File: config.mk
export PLATFORM = sky130hd
export DESIGN_NAME = wb_burst_master
export DESIGN_NICKNAME = d
export VERILOG_FILES = /design/src/rtl/wb_burst_master.sv
export SDC_FILE = /design/constraint.sdc
export NUM_CORES = 1
export LEC_CHECK = 0
export ABC_CLOCK_PERIOD_IN_PS = 1900
export CAP_MARGIN = 20
export CORE_MARGIN = 1.5
export CORE_UTILIZATION = 35
export CTS_CLUSTER_SIZE = 10
export DETAILED_ROUTE_END_ITERATION = 10
export GPL_ROUTABILITY_DRIVEN = 0
export PLACE_DENSITY = 0.78
export SYNTH_ARGS = -nofsm -noshare
export SYNTH_HDL_FRONTEND = slang
export SYNTH_SLANG_ARGS = --single-unit
File: constraint.sdc
create_clock -name wb_clk -period 1.9 [get_ports wb_clk]
set_clock_uncertainty 0.15 [all_clocks]
set_input_delay 0.285 -clock wb_clk [delete_from_list [all_inputs] [get_ports wb_clk]]
set_output_delay 0.285 -clock wb_clk [all_outputs]
set_load 0.005 [all_outputs]
File: src/rtl/wb_burst_master.sv
// Wishbone B3 incrementing-burst master.
// Accepts one command at a time (read or write, 1..2^BLW-1 beats) and runs it
// as a single wb_cyc transaction with cti-tagged incrementing addresses.
// Optional build macro WB_BURST_MASTER_TMO_EN adds a stall watchdog that
// aborts a burst after TMO_LIMIT stalled cycles and pulses err_tmo.
module wb_burst_master #(
  parameter int APP_AW    = 26,
  parameter int DW        = 32,
  parameter int BLW       = 4,
  parameter int TMO_LIMIT = 255
) (
  input  logic              wb_clk,
  input  logic              wb_rst,
  // command
  input  logic              cmd_valid,
  output logic              cmd_ready,
  input  logic              cmd_we,
  input  logic [APP_AW-1:0] cmd_addr,
  input  logic [BLW-1:0]    cmd_len,
  input  logic [DW/8-1:0]   cmd_sel,
  // write data
  input  logic [DW-1:0]     wr_data,
  input  logic              wr_valid,
  output logic              wr_ready,
  // read data
  output logic [DW-1:0]     rd_data,
  output logic              rd_valid,
  output logic              rd_last,
  // status
  output logic              busy,
  output logic              done,
  output logic              err_tmo,
  // wishbone
  output logic              wb_cyc,
  output logic              wb_stb,
  output logic              wb_we,
  output logic [APP_AW-1:0] wb_addr,
  output logic [DW/8-1:0]   wb_sel,
  output logic [DW-1:0]     wb_dati,
  input  logic [DW-1:0]     wb_dato,
  input  logic              wb_ack,
  output logic [2:0]        wb_cti
);

  localparam logic [APP_AW-1:0] ADDR_STEP = APP_AW'(DW / 8);

  localparam logic [2:0] CTI_CLASSIC = 3'b000;
  localparam logic [2:0] CTI_INCR    = 3'b010;
  localparam logic [2:0] CTI_END     = 3'b111;

  typedef enum logic {
    IDLE = 1'b0,
    XFER = 1'b1
  } state_t;

  state_t         state;
  logic [BLW-1:0] remaining;
  logic [BLW-1:0] len_eff;
  logic           beat_done;
  logic           last_beat;
  logic           tmo_hit;

  // A zero-length command is treated as a single beat.
  assign len_eff   = (cmd_len == '0) ? BLW'(1) : cmd_len;

  assign cmd_ready = (state == IDLE) & ~wb_rst;
  assign busy      = (state == XFER);

  // Writes only strobe while the source has a beat ready, so a data gap
  // stalls the bus instead of sending stale data.
  assign wb_stb    = wb_cyc & (~wb_we | wr_valid);
  assign wb_dati   = wr_data;

  // An ack only counts while our own strobe is up.
  assign beat_done = wb_cyc & wb_stb & wb_ack;
  assign wr_ready  = wb_cyc & wb_stb & wb_we & wb_ack;
  assign last_beat = (remaining == BLW'(1));

`ifdef WB_BURST_MASTER_TMO_EN
  localparam int TMO_W = (TMO_LIMIT > 1) ? $clog2(TMO_LIMIT + 1) : 1;

  logic [TMO_W-1:0] stall_cnt;

  // Abort on the edge where the stall count would reach TMO_LIMIT.
  assign tmo_hit = wb_stb & ~wb_ack & (stall_cnt == TMO_W'(TMO_LIMIT - 1));

  // Stall watchdog: counts strobed cycles without ack, cleared on ack or idle.
  always_ff @(posedge wb_clk) begin
    if (wb_rst) begin
      stall_cnt <= '0;
      err_tmo   <= 1'b0;
    end else begin
      err_tmo <= tmo_hit;
      if ((state != XFER) || wb_ack) begin
        stall_cnt <= '0;
      end else if (wb_stb) begin
        stall_cnt <= stall_cnt + TMO_W'(1);
      end
    end
  end
`else
  // Without the watchdog the master waits for an ack indefinitely.
  assign tmo_hit = 1'b0;
  assign err_tmo = 1'b0;
`endif

  // Burst sequencer: command capture, beat accounting, bus and read-data regs.
  always_ff @(posedge wb_clk) begin
    if (wb_rst) begin
      state     <= IDLE;
      wb_cyc    <= 1'b0;
      wb_we     <= 1'b0;
      wb_addr   <= '0;
      wb_sel    <= '0;
      wb_cti    <= CTI_CLASSIC;
      remaining <= '0;
      rd_data   <= '0;
      rd_valid  <= 1'b0;
      rd_last   <= 1'b0;
      done      <= 1'b0;
    end else begin
      // NOTE: non-blocking assignments throughout, so every branch below sees
      // the pre-edge register values and the default pulses below are simply
      // overridden by later assignments in the same edge.
      done     <= 1'b0;
      rd_valid <= 1'b0;
      rd_last  <= 1'b0;
      case (state)
        IDLE: begin
          if (cmd_valid) begin
            state     <= XFER;
            wb_cyc    <= 1'b1;
            wb_we     <= cmd_we;
            wb_addr   <= cmd_addr;
            wb_sel    <= cmd_sel;
            remaining <= len_eff;
            wb_cti    <= (len_eff == BLW'(1)) ? CTI_CLASSIC : CTI_INCR;
          end
        end
        XFER: begin
          if (beat_done) begin
            wb_addr   <= wb_addr + ADDR_STEP;
            remaining <= remaining - BLW'(1);
            if (!wb_we) begin
              rd_valid <= 1'b1;
              rd_data  <= wb_dato;
              rd_last  <= last_beat;
            end
            if (last_beat) begin
              state  <= IDLE;
              wb_cyc <= 1'b0;
              wb_we  <= 1'b0;
              wb_cti <= CTI_CLASSIC;
              done   <= 1'b1;
            end else if (remaining == BLW'(2)) begin
              wb_cti <= CTI_END;
            end
          end else if (tmo_hit) begin
            state  <= IDLE;
            wb_cyc <= 1'b0;
            wb_we  <= 1'b0;
            wb_cti <= CTI_CLASSIC;
          end
        end
        default: state <= IDLE;
      endcase
    end
  end

endmodule

==> results of run 1 <==
-- state kept, by name, indices dropped and copies added, names as in the netlist --
signal	cells
rd_data	32
wb_addr	26
remaining	4
wb_sel	4
wb_cti	2
busy	1
done	1
rd_last	1
rd_valid	1
wb_cyc	1
wb_we	1
-- how the worst min path moves through the flow --
stage / startpoint / end / slack (ns)
after floorplan: wb_dato[0] / rd_data[0] / 0.27
after global placement: rd_data[27] / rd_data[27] / 0.29
after detailed placement: rd_data[30] / rd_data[30] / 0.30
after CTS: wb_rst / wb_cyc / 0.26
after global routing: wb_rst / wb_cyc / 0.28
final: wb_rst / wb_we / 0.26
-- cell usage after synthesis (2+ instances only) --
cell type,instances
or3_1,3
inv_1,4
a22oi_1,4
clkbuf_1,16
buf_4,35
nor4_1,3
nor3_1,9
a311oi_1,2
nand2b_1,6
a21o_1,2
o22ai_1,2
nand3_2,2
a31oi_1,11
a211oi_1,8
nor2_1,28
a21oi_1,51
ha_1,4
buf_2,11
nand3b_1,2
dfxtp_1,74
o32ai_1,2
nand2_1,109
nand3_1,10
and4_1,3
nor2b_1,4
and2_1,2
a41oi_1,3
xnor2_1,2
mux2_2,2
nand4_1,6
o21ai_0,11
and3_1,5
buf_1,4
xor2_1,2
mux2i_1,5
o41ai_1,2
-- cells in the final DEF (no fill, tap or decap), types with 3 or more instances in the layout --
cell type,n
dfxtp_1,63
clkbuf_8,11
a31oi_1,11
clkinvlp_4,3
nor2b_1,3
inv_1,4
clkdlybuf4s50_1,141
a41oi_1,3
nand2b_1,5
nand2_1,109
a22oi_1,4
buf_4,54
nor3_1,8
a211oi_1,8
nand3_1,10
and3_1,4
dfxtp_2,11
mux2i_1,5
nor4_1,3
nor2_1,27
o21ai_0,10
ha_1,3
nand4_1,6
buf_12,5
a21oi_1,50
-- worst reg2reg max path, cell delays in order, from the launching register on --
cell and delay [ns]:
dfxtp_2 0.39, nand4_2 0.17, nor3_4 0.27, buf_4 0.17, nand2_1 0.07, or4_1 0.40
a31oi_1 0.16
-- final cells by class --
type / instances / share of cell area [%]
clock inverter: 5 / 1.08
timing repair buffer: 204 / 34.5
inverter: 4 / 0.265
tap: 136 / 3.01
sequential: 74 / 26.4
clock buffer: 11 / 2.68
multi-input combinational: 325 / 32.1
-- where the power goes --
part | switching [mW] | internal, mW | total [mW]
registers | 0.0551 | 1.62 | 1.68
logic | 0.297 | 0.418 | 0.715
clock network | 0.634 | 0.683 | 1.32
-- what timing repair did --
| item | 4_1_cts | 5_1_grt |
|---|---|---|
| pin swaps | 0 | 1 |
| gates resized for setup | 9 | 15 |
| endpoints found under the setup margin | 5 | 15 |
| setup buffers | 0 | 3 |
-- per-stage QoR --
stage               setup WS [ns]  util, %  area (µm²)  cells  hold WS [ns]
finish                     0.0488     55.3        5660    759         0.258
global route             -0.00472     55.3        5660    759         0.285
CTS                      0.000540     54.8        5610    756         0.259
detailed placement         -0.325     52.6        5380    740         0.297
global placement           -0.325     52.6        5380    740         0.292
floorplan                 0.00727        -        3670    469         0.271
-- logic make-up (layout without fill, tap and decap cells) --
kind of cell	after synthesis	in the layout	synth area share [%]
buf+inv	70	224	11.1
fa+ha+maj	4	4	1.36
simple gates	201	201	25.8
compound gates	108	108	18.3
other cells	1	1	0.102
xor+xnor	4	4	0.955
flops	74	74	40.4
mux	7	7	1.98
-- routing by layer --
| metal | share of wire, % | global-route usage, % | routed length [µm] | vias up |
|---|---|---|---|---|
| met2 | 48 | 35.7 | 5580 | 207 |
| met5 | 0 | 0 | 0 | - |
| met4 | 3.0 | 11.0 | 351 | 0 |
| met1 | 40 | 24.2 | 4640 | 1799 |
| li1 | - | - | - | 1892 |
| met3 | 9.1 | 7.36 | 1060 | 35 |
==> out/results.ini, run 1 <==
[status]
status = finished clean

[global_routing]
grt_max_degree = 76
first_global_vias = 3999
antenna_found_initial = 0
global_route_wire_length_before_repair_um = 19000
grt-ovfl-total = 0
global_route.usage.total_pct = 21.4

[floorplanning]
starting_density_of_the_core_pct = 35.8
die_width_um = 105
ios = 211
design.die.area_um2 = 11100
core_area_um2 = 10200
core.rowCount = 37
floorplan.die.height_um = 105

[finish]
post_route_cells_drive_above_1_share_pct = 17.0
seqCellArea_um2 = 1500
antenna-diode-count = 0
number_of_fill_cells_in_the_layout = 897
layout_overhead_on_the_synthesized_area_pct = 54.2
multi_input_area_um2 = 1810
final_nets = 726

[setup_path]
reg2regPathDepth = 6
worstPathMaxFanout = 5
worst_r2r_startpoint = wb_addr[15]
worst-endpoint-required_ns = 2.04
worst_path_dominant_cell_family = simple AND/OR/NAND/NOR gates
worst_path_max_delay_cell = or4_1
critPathBufInv = 1
worst_setup_slack_for_register_to_register_paths_ns = 0.05
crit_path_max_incr_delay_ns = 0.40
worst_setup_path_start_kind = flip-flop
crit_path_cell_trace = nand4_2, nor3_4, buf_4, nand2_1, or4_1, a31oi_1
crit_path_start = wb_addr[15]
r2r-end = wb_addr[24]
setup.worst_path.end = wb_addr[24]
path_depth = 6
worstPathArrival_ns = 1.99
setup.worst_path.class = reg -> reg
timing.critical_path.to_type = flip-flop

[placement]
io_buffer_count = 145
dp_hpwl_um = 8370

[sta]
slew_viol_final = 0
finalHoldViolations = 0
finalCritPeriodShare_pct = 97.4
timing.setup.tns_ns = 0
achievable-frequency_mhz = 540
min_period_ns = 1.85
final-setup-viol-count = 0

[drt]
dr_total_vias = 3933
drt_first_iter_violations = 176
antenna_left = 0
routed_wl_um = 11600
dr.pass1.iters = 5
post_drt_wl_per_cell_um = 15.3
drc = 0
via_per_inst = 5.18

[clock_network]
cts_num_sinks = 74
insertion_delay_ns = 0.36
cts_tree = done
cts-buffers-inserted = 9
cts_hold_repair.buffers = 0
cts_max_level = 3
cts_root_buf = clkbuf_8
clock_buffer_depth = 2
clkTransAtPathRegs_ns = 0.08

[synthesis]
syn_avg_cell_area_um2 = 7.82
syn-instance-count = 469
synthFlopType = dfxtp_1
synth_largest_type_area_fraction_pct = 40.4
yosys-top-cells-area = dfxtp_1 40%, nand2_1 11%, buf_4 7.2%
synthesis.nets = 577
seq_area_frac_synth_pct = 40.4
synth_edf_count = 0
ys_ff_latch = 74
synth-async-reset-ratio_pct = 0
synth_largest_area_cell = dfxtp_1
synthesis.area_um2 = 3670
ys_warn_count = 0
post_synth_num_cell_types = 56

[power_and_ir_drop]
leakage_nw = 2.09
power.density_cell_area_nw_per_um2 = 656
irDropWorstVdd_uv = 375
fin_total_pwr_mw = 3.71

[worst_hold_path]
worst_hold_path.num_cells = 3
hp_class = in -> reg

[run]
maxCapViolations = 0

Power figures use the tool's default switching activity.
==> inputs of run 2 (changes only) <==
- CORE_MARGIN: 1.5 -> not set
==> run 2 against run 1 <==
Net effect:
- die area fell by 1.9%
- utilization fell by 0.70 points
- register-to-register slack improved by 0.03 ns
- largest cell class unchanged
==> out/results.ini, run 2 (synthesis gave the netlist of run 1 again) <==
[finish]
postLayoutCoreUtil_pct = 54.6  ; was 55.3%
final_nets = 722  ; was 726
seqCellArea_um2 = 1500  ; about the same
mostFrequentLayoutCell = clkdlybuf4s50_1  ; unchanged
antenna-diode-count = 0  ; unchanged
multi_input_area_um2 = 1820  ; was 1810 µm²
reg_top3 = rd_data: 32 flops, wb_addr: 26 flops  ; unchanged
final_design_area_no_fill_um2 = 5580  ; was 5660 µm²
layout_overhead_on_the_synthesized_area_pct = 52.3  ; was 54.2%
number_of_fill_cells_in_the_layout = 886  ; was 897
layout.cells.most_common_list = 142 x clkdlybuf4s50_1, 108 x nand2_1, 66 x dfxtp_1  ; was 141 x clkdlybuf4s50_1, 109 x nand2_1, 63 x dfxtp_1
post_route_cells_drive_above_1_share_pct = 15.9  ; was 17.0%
register_with_the_most_flip_flops = rd_data  ; unchanged
number_of_flip_flops_under_the_largest_register_name = 32  ; unchanged

[sta]
finalHoldViolations = 0  ; unchanged
hold-worst-slack_ns = 0.284  ; was 0.258 ns
min_period_ns = 1.87  ; was 1.85 ns
slew_viol_final = 0  ; unchanged
final-setup-viol-count = 0  ; unchanged
setup_repair_after_global_routing_missed_its_margin = yes
setup_slack_ns = 0.0322  ; was 0.0488 ns
achievable-frequency_mhz = 535  ; was 540 MHz
finalCritPeriodShare_pct = 98.3  ; was 97.4%

[global_routing]
grt_max_degree = 76  ; unchanged
antenna_found_initial = 0  ; unchanged
global_route.usage.total_pct = 21.4  ; about the same
grt-ovfl-total = 0  ; unchanged
global_route_wire_length_before_repair_um = 18700  ; was 19000 µm
first_global_vias = 3923  ; was 3999

[setup_path]
timing.critical_path.to_type = output pin  ; was flip-flop
worst-endpoint-required_ns = 1.46  ; was 2.04 ns
worstPathArrival_ns = 1.43  ; was 1.99 ns
setup.worst_path.class = in -> out  ; was reg -> reg
crit_path_max_incr_delay_ns = 0.41  ; was 0.40 ns
critPathBufInv = 2  ; was 1
worst_path_max_delay_cell = clkdlybuf4s50_1  ; was or4_1
worst_setup_path_start_kind = input port  ; was flip-flop
worst_path_dominant_cell_family = buffers and inverters  ; was simple AND/OR/NAND/NOR gates
worstPathMaxFanout = 2  ; was 5
crit_path_cell_trace = clkdlybuf4s50_1, nand2b_4, and2_4, and3_1, dlygate4sd2_1  ; was nand4_2, nor3_4, buf_4, nand2_1, or4_1, a31oi_1

[power_and_ir_drop]
irDropWorstVdd_uv = 393  ; was 375 µV
power.density_cell_area_nw_per_um2 = 641  ; was 656 nW/µm²
total_switching_power_mw = 0.943  ; was 0.986 mW
share_seq_of_total_power_pct = 47.1  ; was 45.2%
clock_power_share_pct = 33.1  ; was 35.5%
cellInternalPower_mw = 2.64  ; was 2.72 mW
proportion_of_power_drawn_by_combinational_gates_pct = 19.9  ; was 19.3%
switching_share_pct = 26.3  ; was 26.6%
leakage_nw = 2.06  ; was 2.09 nW

[floorplanning]
ios = 211  ; unchanged
starting_density_of_the_core_pct = 35.8  ; unchanged
design.die.area_um2 = 10900  ; was 11100 µm²
die_width_um = 104  ; was 105 µm
floorplan.die.height_um = 104  ; was 105 µm
core.rowCount = 37  ; unchanged
core_area_um2 = 10200  ; unchanged

[drt]
drc = 0  ; unchanged
post_drt_wl_per_cell_um = 15.3  ; about the same
drt_first_iter_violations = 146  ; was 176
routed_wl_um = 11500  ; was 11600 µm
dr.pass1.iters = 4  ; was 5
dr_total_vias = 3972  ; was 3933
via_per_inst = 5.27  ; was 5.18
antenna_left = 0  ; unchanged

[placement]
placement.cell_area_um2 = 5340  ; was 5380 µm²
dp_worst_setup_slack_ns = -0.330  ; was -0.325 ns
dp_hpwl_um = 8390  ; was 8370 µm
io_buffer_count = 145  ; unchanged

[clock_network]
cts_max_level = 3  ; unchanged
cts_tree = done  ; unchanged
clkTransAtPathRegs_ns = 0.08  ; about the same
cts_root_buf = clkbuf_8  ; unchanged
clock_buffer_depth = 2  ; unchanged
insertion_delay_ns = 0.34  ; was 0.36 ns
cts_num_sinks = 74  ; unchanged
cts-buffers-inserted = 9  ; unchanged

[status]
status = finished clean  ; unchanged

[run]
maxCapViolations = 0  ; unchanged

[worst_hold_path]
hp_class = in -> reg  ; unchanged

## run 2: cell count changes in the layout (fill, tap and decap cells not counted), moves of 2 or more
cell        delta
dfxtp_4        +2
buf_4          -4
clkinv_2       +2
buf_12         -2
clkinvlp_4     -2
and4_4         +2
dfxtp_1        +3
dfxtp_2        -5
clkbuf_8       -2
and4_1         -2
buf_6          +2
## run 2: final cells by class
| cell class | instances | share of cell area, % |
|---|---|---|
| Clock buffer | 10 | 2.29 |
| Clock inverter | 5 | 1.01 |
| Inverter | 4 | 0.269 |
| Multi-Input combinational cell | 325 | 32.5 |
| Sequential cell | 74 | 26.8 |
| Tap cell | 136 | 3.05 |
| Timing Repair Buffer | 200 | 34.1 |
## run 2: worst min-delay path: stages
cell	delay, ns
buf_2	0.12
buf_12	0.21
nor2_1	0.12
## run 2: through the flow
stage	setup TNS (ns)	total power, mW	instances
after CTS	0	3.61	753
final	0	3.58	754
after global placement	-11.70	2.39	737
after floorplan	0	2.02	469
after global routing	-0.0281	3.76	754
after detailed placement	-13.93	2.41	737
## run 2: per-layer routing
metal,part of all wire [%],track usage [%],vias to the layer above
met5,0,0,-
met4,2.5,9.59,0
met3,8.9,6.89,36
met2,48,36.2,211
met1,41,24.4,1843
li1,-,-,1882
## run 2: path summary, 6_finish.rpt
path,from,endpoint,slack (ns),cells after the start
hold / removal,wb_rst,wb_we,0.28,3
setup reg to reg,wb_addr[8],wb_addr[22],0.08,6
setup / recovery,wr_valid,wr_ready,0.03,5
hold reg to reg,rd_data[12],rd_data[12],0.30,2
## run 2: power groups by stage
stage,Sequential [mW],Combinational (mW),Clock [mW]
after global routing,1.69,0.770,1.29
after CTS,1.68,0.703,1.22
after global placement,1.71,0.680,0
after detailed placement,1.71,0.697,0
final,1.68,0.710,1.18
after floorplan,1.72,0.305,0
## run 2: timing repair
action	CTS	global route
pin swaps	0	4
hold buffers	0	0
resized for setup	10	15
setup endpoints to repair	7	17
gates cloned	0	0
setup buffers	1	1
hold endpoints to repair	0	0
==> inputs of run 3 (changes only) <==
- GPL_TIMING_DRIVEN: not set -> 0
- TNS_END_PERCENT: not set -> 20
==> run 3 against run 2 <==
Net effect:
- the flow now finishes with violations (negative setup slack)
- sequential power about the same
- routed wire length up 12%
- sequential share of layout area down 2.0 points
- global-route usage up 1.9 points
- combinational power up 12%
==> out/results.ini, run 3 (synthesis gave the netlist of run 1 again) <==
[floorplanning]
die_width_um = 104  ; unchanged
core_area_um2 = 10200  ; unchanged
starting_density_of_the_core_pct = 35.8  ; unchanged
core.rowCount = 37  ; unchanged
design.die.area_um2 = 10900  ; unchanged
floorplan.die.height_um = 104  ; unchanged
ios = 211  ; unchanged

[setup_path]
worst_r2r_startpoint = wb_addr[10]  ; was wb_addr[8]
r2r-end = wb_addr[20]  ; was wb_addr[22]
worstPathArrival_ns = 1.50  ; was 1.43 ns
worstPathMaxFanout = 10  ; was 2
reg2regPathDepth = 5  ; was 6
worst_setup_slack_for_register_to_register_paths_ns = 0  ; was 0.08 ns
timing.critical_path.to_type = output pin  ; unchanged
setup.worst_path.class = reg -> out  ; was in -> out
worst_setup_path_start_kind = flip-flop  ; was input port
worst-endpoint-required_ns = 1.46  ; about the same

[power_and_ir_drop]
leakage_nw = 2.29  ; was 2.06 nW
power.density_cell_area_nw_per_um2 = 659  ; was 641 nW/µm²
fin_total_pwr_mw = 4.03  ; was 3.58 mW
irDropWorstVdd_uv = 424  ; was 393 µV

[sta]
finalHoldViolations = 0  ; unchanged
final-setup-viol-count = 2  ; was 0
max-slew-margin-rel_pct = 59.9
slew_viol_final = 0  ; unchanged
min_period_ns = 1.93  ; was 1.87 ns
setup_repair_after_global_routing_missed_its_margin = yes  ; unchanged
setup_slack_ns = -0.0328  ; was 0.0322 ns
hold-worst-slack_ns = 0.167  ; was 0.284 ns
finalCritPeriodShare_pct = 102  ; was 98.3%
achievable-frequency_mhz = 517  ; was 535 MHz
timing.setup.tns_ns = -0.0377  ; was 0 ns
worstMarginPinSlew_ns = 0.601

[clock_network]
clkTransAtPathRegs_ns = 0.09  ; was 0.08 ns
cts_tree = done  ; unchanged
clock_buffer_depth = 2  ; unchanged
insertion_delay_ns = 0.36  ; was 0.34 ns
cts_num_sinks = 74  ; unchanged
cts_hold_repair.buffers = 0  ; unchanged
cts_root_buf = clkbuf_8  ; unchanged
cts_max_level = 3  ; unchanged
cts-buffers-inserted = 9  ; unchanged

[finish]
post_route_cells_drive_above_1_share_pct = 17.7  ; was 15.9%
antenna-diode-count = 0  ; unchanged
mostFrequentLayoutCell = clkdlybuf4s50_1  ; unchanged
number_of_fill_cells_in_the_layout = 870  ; was 886
final_design_area_no_fill_um2 = 6110  ; was 5580 µm²
register_with_the_most_flip_flops = rd_data  ; unchanged
layout.cells.most_common_list = 172 x clkdlybuf4s50_1, 109 x nand2_1, 59 x dfxtp_1  ; was 142 x clkdlybuf4s50_1, 108 x nand2_1, 66 x dfxtp_1
layout_overhead_on_the_synthesized_area_pct = 66.6  ; was 52.3%
reg_top3 = rd_data: 32 flops, wb_addr: 26 flops  ; unchanged
final_nets = 771  ; was 722
number_of_flip_flops_under_the_largest_register_name = 32  ; unchanged

[drt]
drc = 0  ; unchanged
dr_total_vias = 4268  ; was 3972
via_per_inst = 5.31  ; was 5.27
post_drt_wl_per_cell_um = 16.0  ; was 15.3 µm
drt_first_iter_violations = 162  ; was 146
routed_wl_um = 12900  ; was 11500 µm
dr.pass1.iters = 5  ; was 4
antenna_left = 0  ; unchanged

[global_routing]
grt_max_degree = 15  ; was 76
antenna_found_initial = 0  ; unchanged
global_route_wire_length_before_repair_um = 20200  ; was 18700 µm
grt.busiest_layer = met2  ; unchanged
grtUsageMet2_pct = 37.7  ; was 36.2%
grt-ovfl-total = 0  ; unchanged
met3_usage_pct = 10.3  ; was 6.89%
global_route.usage.total_pct = 23.3  ; was 21.4%
first_global_vias = 4229  ; was 3923
grt_use_met1_pct = 25.7  ; was 24.4%

[placement]
placement.cell_area_um2 = 5600  ; was 5340 µm²
io_buffer_count = 176  ; was 145
dp_hpwl_um = 9330  ; was 8390 µm

[worst_hold_path]
min_to = wb_addr[13]  ; was wb_we
hold_start = cmd_valid  ; was wb_rst
hp_class = in -> reg  ; unchanged
worst_hold_path.num_cells = 2  ; was 3

[run]
maxCapViolations = 0  ; unchanged

[status]
violations_in_the_final_reports = negative setup slack
status = finished, violations left  ; was finished clean

run 3: cell count changes in the layout (fill, tap and decap cells not counted), moves of 3 or more:
cell / change
inv_6: +3
dfxtp_1: -7
buf_4: -6
dfxtp_2: +4
clkbuf_1: +5
clkdlybuf4s50_1: +30
buf_2: +4
and4_4: -3
clkbuf_2: +8
buf_12: -3
dfxtp_4: +3
and4_1: +3
run 3: per-layer routing:
metal	share of wire (%)	routed length, µm
met1	38	4870
met2	46	5960
met3	13	1620
met4	3.5	447
met5	0	0
run 3: power breakdown:
group / total [mW] / internal, mW / leakage (nW) / switching, mW
Sequential: 1.71 / 1.62 / 0.610 / 0.0835
Combinational: 0.794 / 0.477 / 1.55 / 0.317
Clock: 1.53 / 0.886 / 0.121 / 0.644
Total: 4.03 / 2.98 / 2.29 / 1.04
run 3: through the flow:
step	cells	util, %	setup WS, ns
after global placement	781	54.8	-0.973
after detailed placement	781	54.8	-0.991
after CTS	801	58.7	-0.0446
after global routing	804	59.7	-0.0846
after floorplan	469	-	0.00727
final	804	59.7	-0.0328
run 3: layout make-up:
class                           count  area [µm²]  share of cell area (%)
Buffer                             65         478                    7.82
Inverter                            4        15.0                   0.246
Multi-Input combinational cell    325        1860                    30.5
Clock inverter                      7         124                    2.03
Tap cell                          136         170                    2.79
Timing Repair Buffer              184        1820                    29.9
Sequential cell                    74        1510                    24.8
Clock buffer                        9         124                    2.03
run 3: how the worst max path moves through the flow:
stage	startpoint	to	slack (ns)	depth (start not counted)
floorplan	wb_addr[3]	wb_addr[18]	0.007	7
global placement	wb_rst	cmd_ready	-0.97	5
detailed placement	wb_rst	cmd_ready	-0.99	5
CTS	busy	remaining[1]	-0.04	6
global route	busy	cmd_ready	-0.08	5
finish	busy	cmd_ready	-0.03	5
run 3: repair_timing:
item / CTS / global route
buffers inserted: 5 / 3
setup endpoints to repair: 75 / 61
gates cloned: 0 / 0
resized for setup: 42 / 32
pin swaps: 3 / 1
run 3: critical path, cell delays in order, from the launching register on:
cell and delay [ns]:
dfxtp_4 0.37, buf_6 0.15, buf_8 0.15, clkbuf_16 0.17, nor2_2 0.10, clkdlybuf4s15_2 0.21
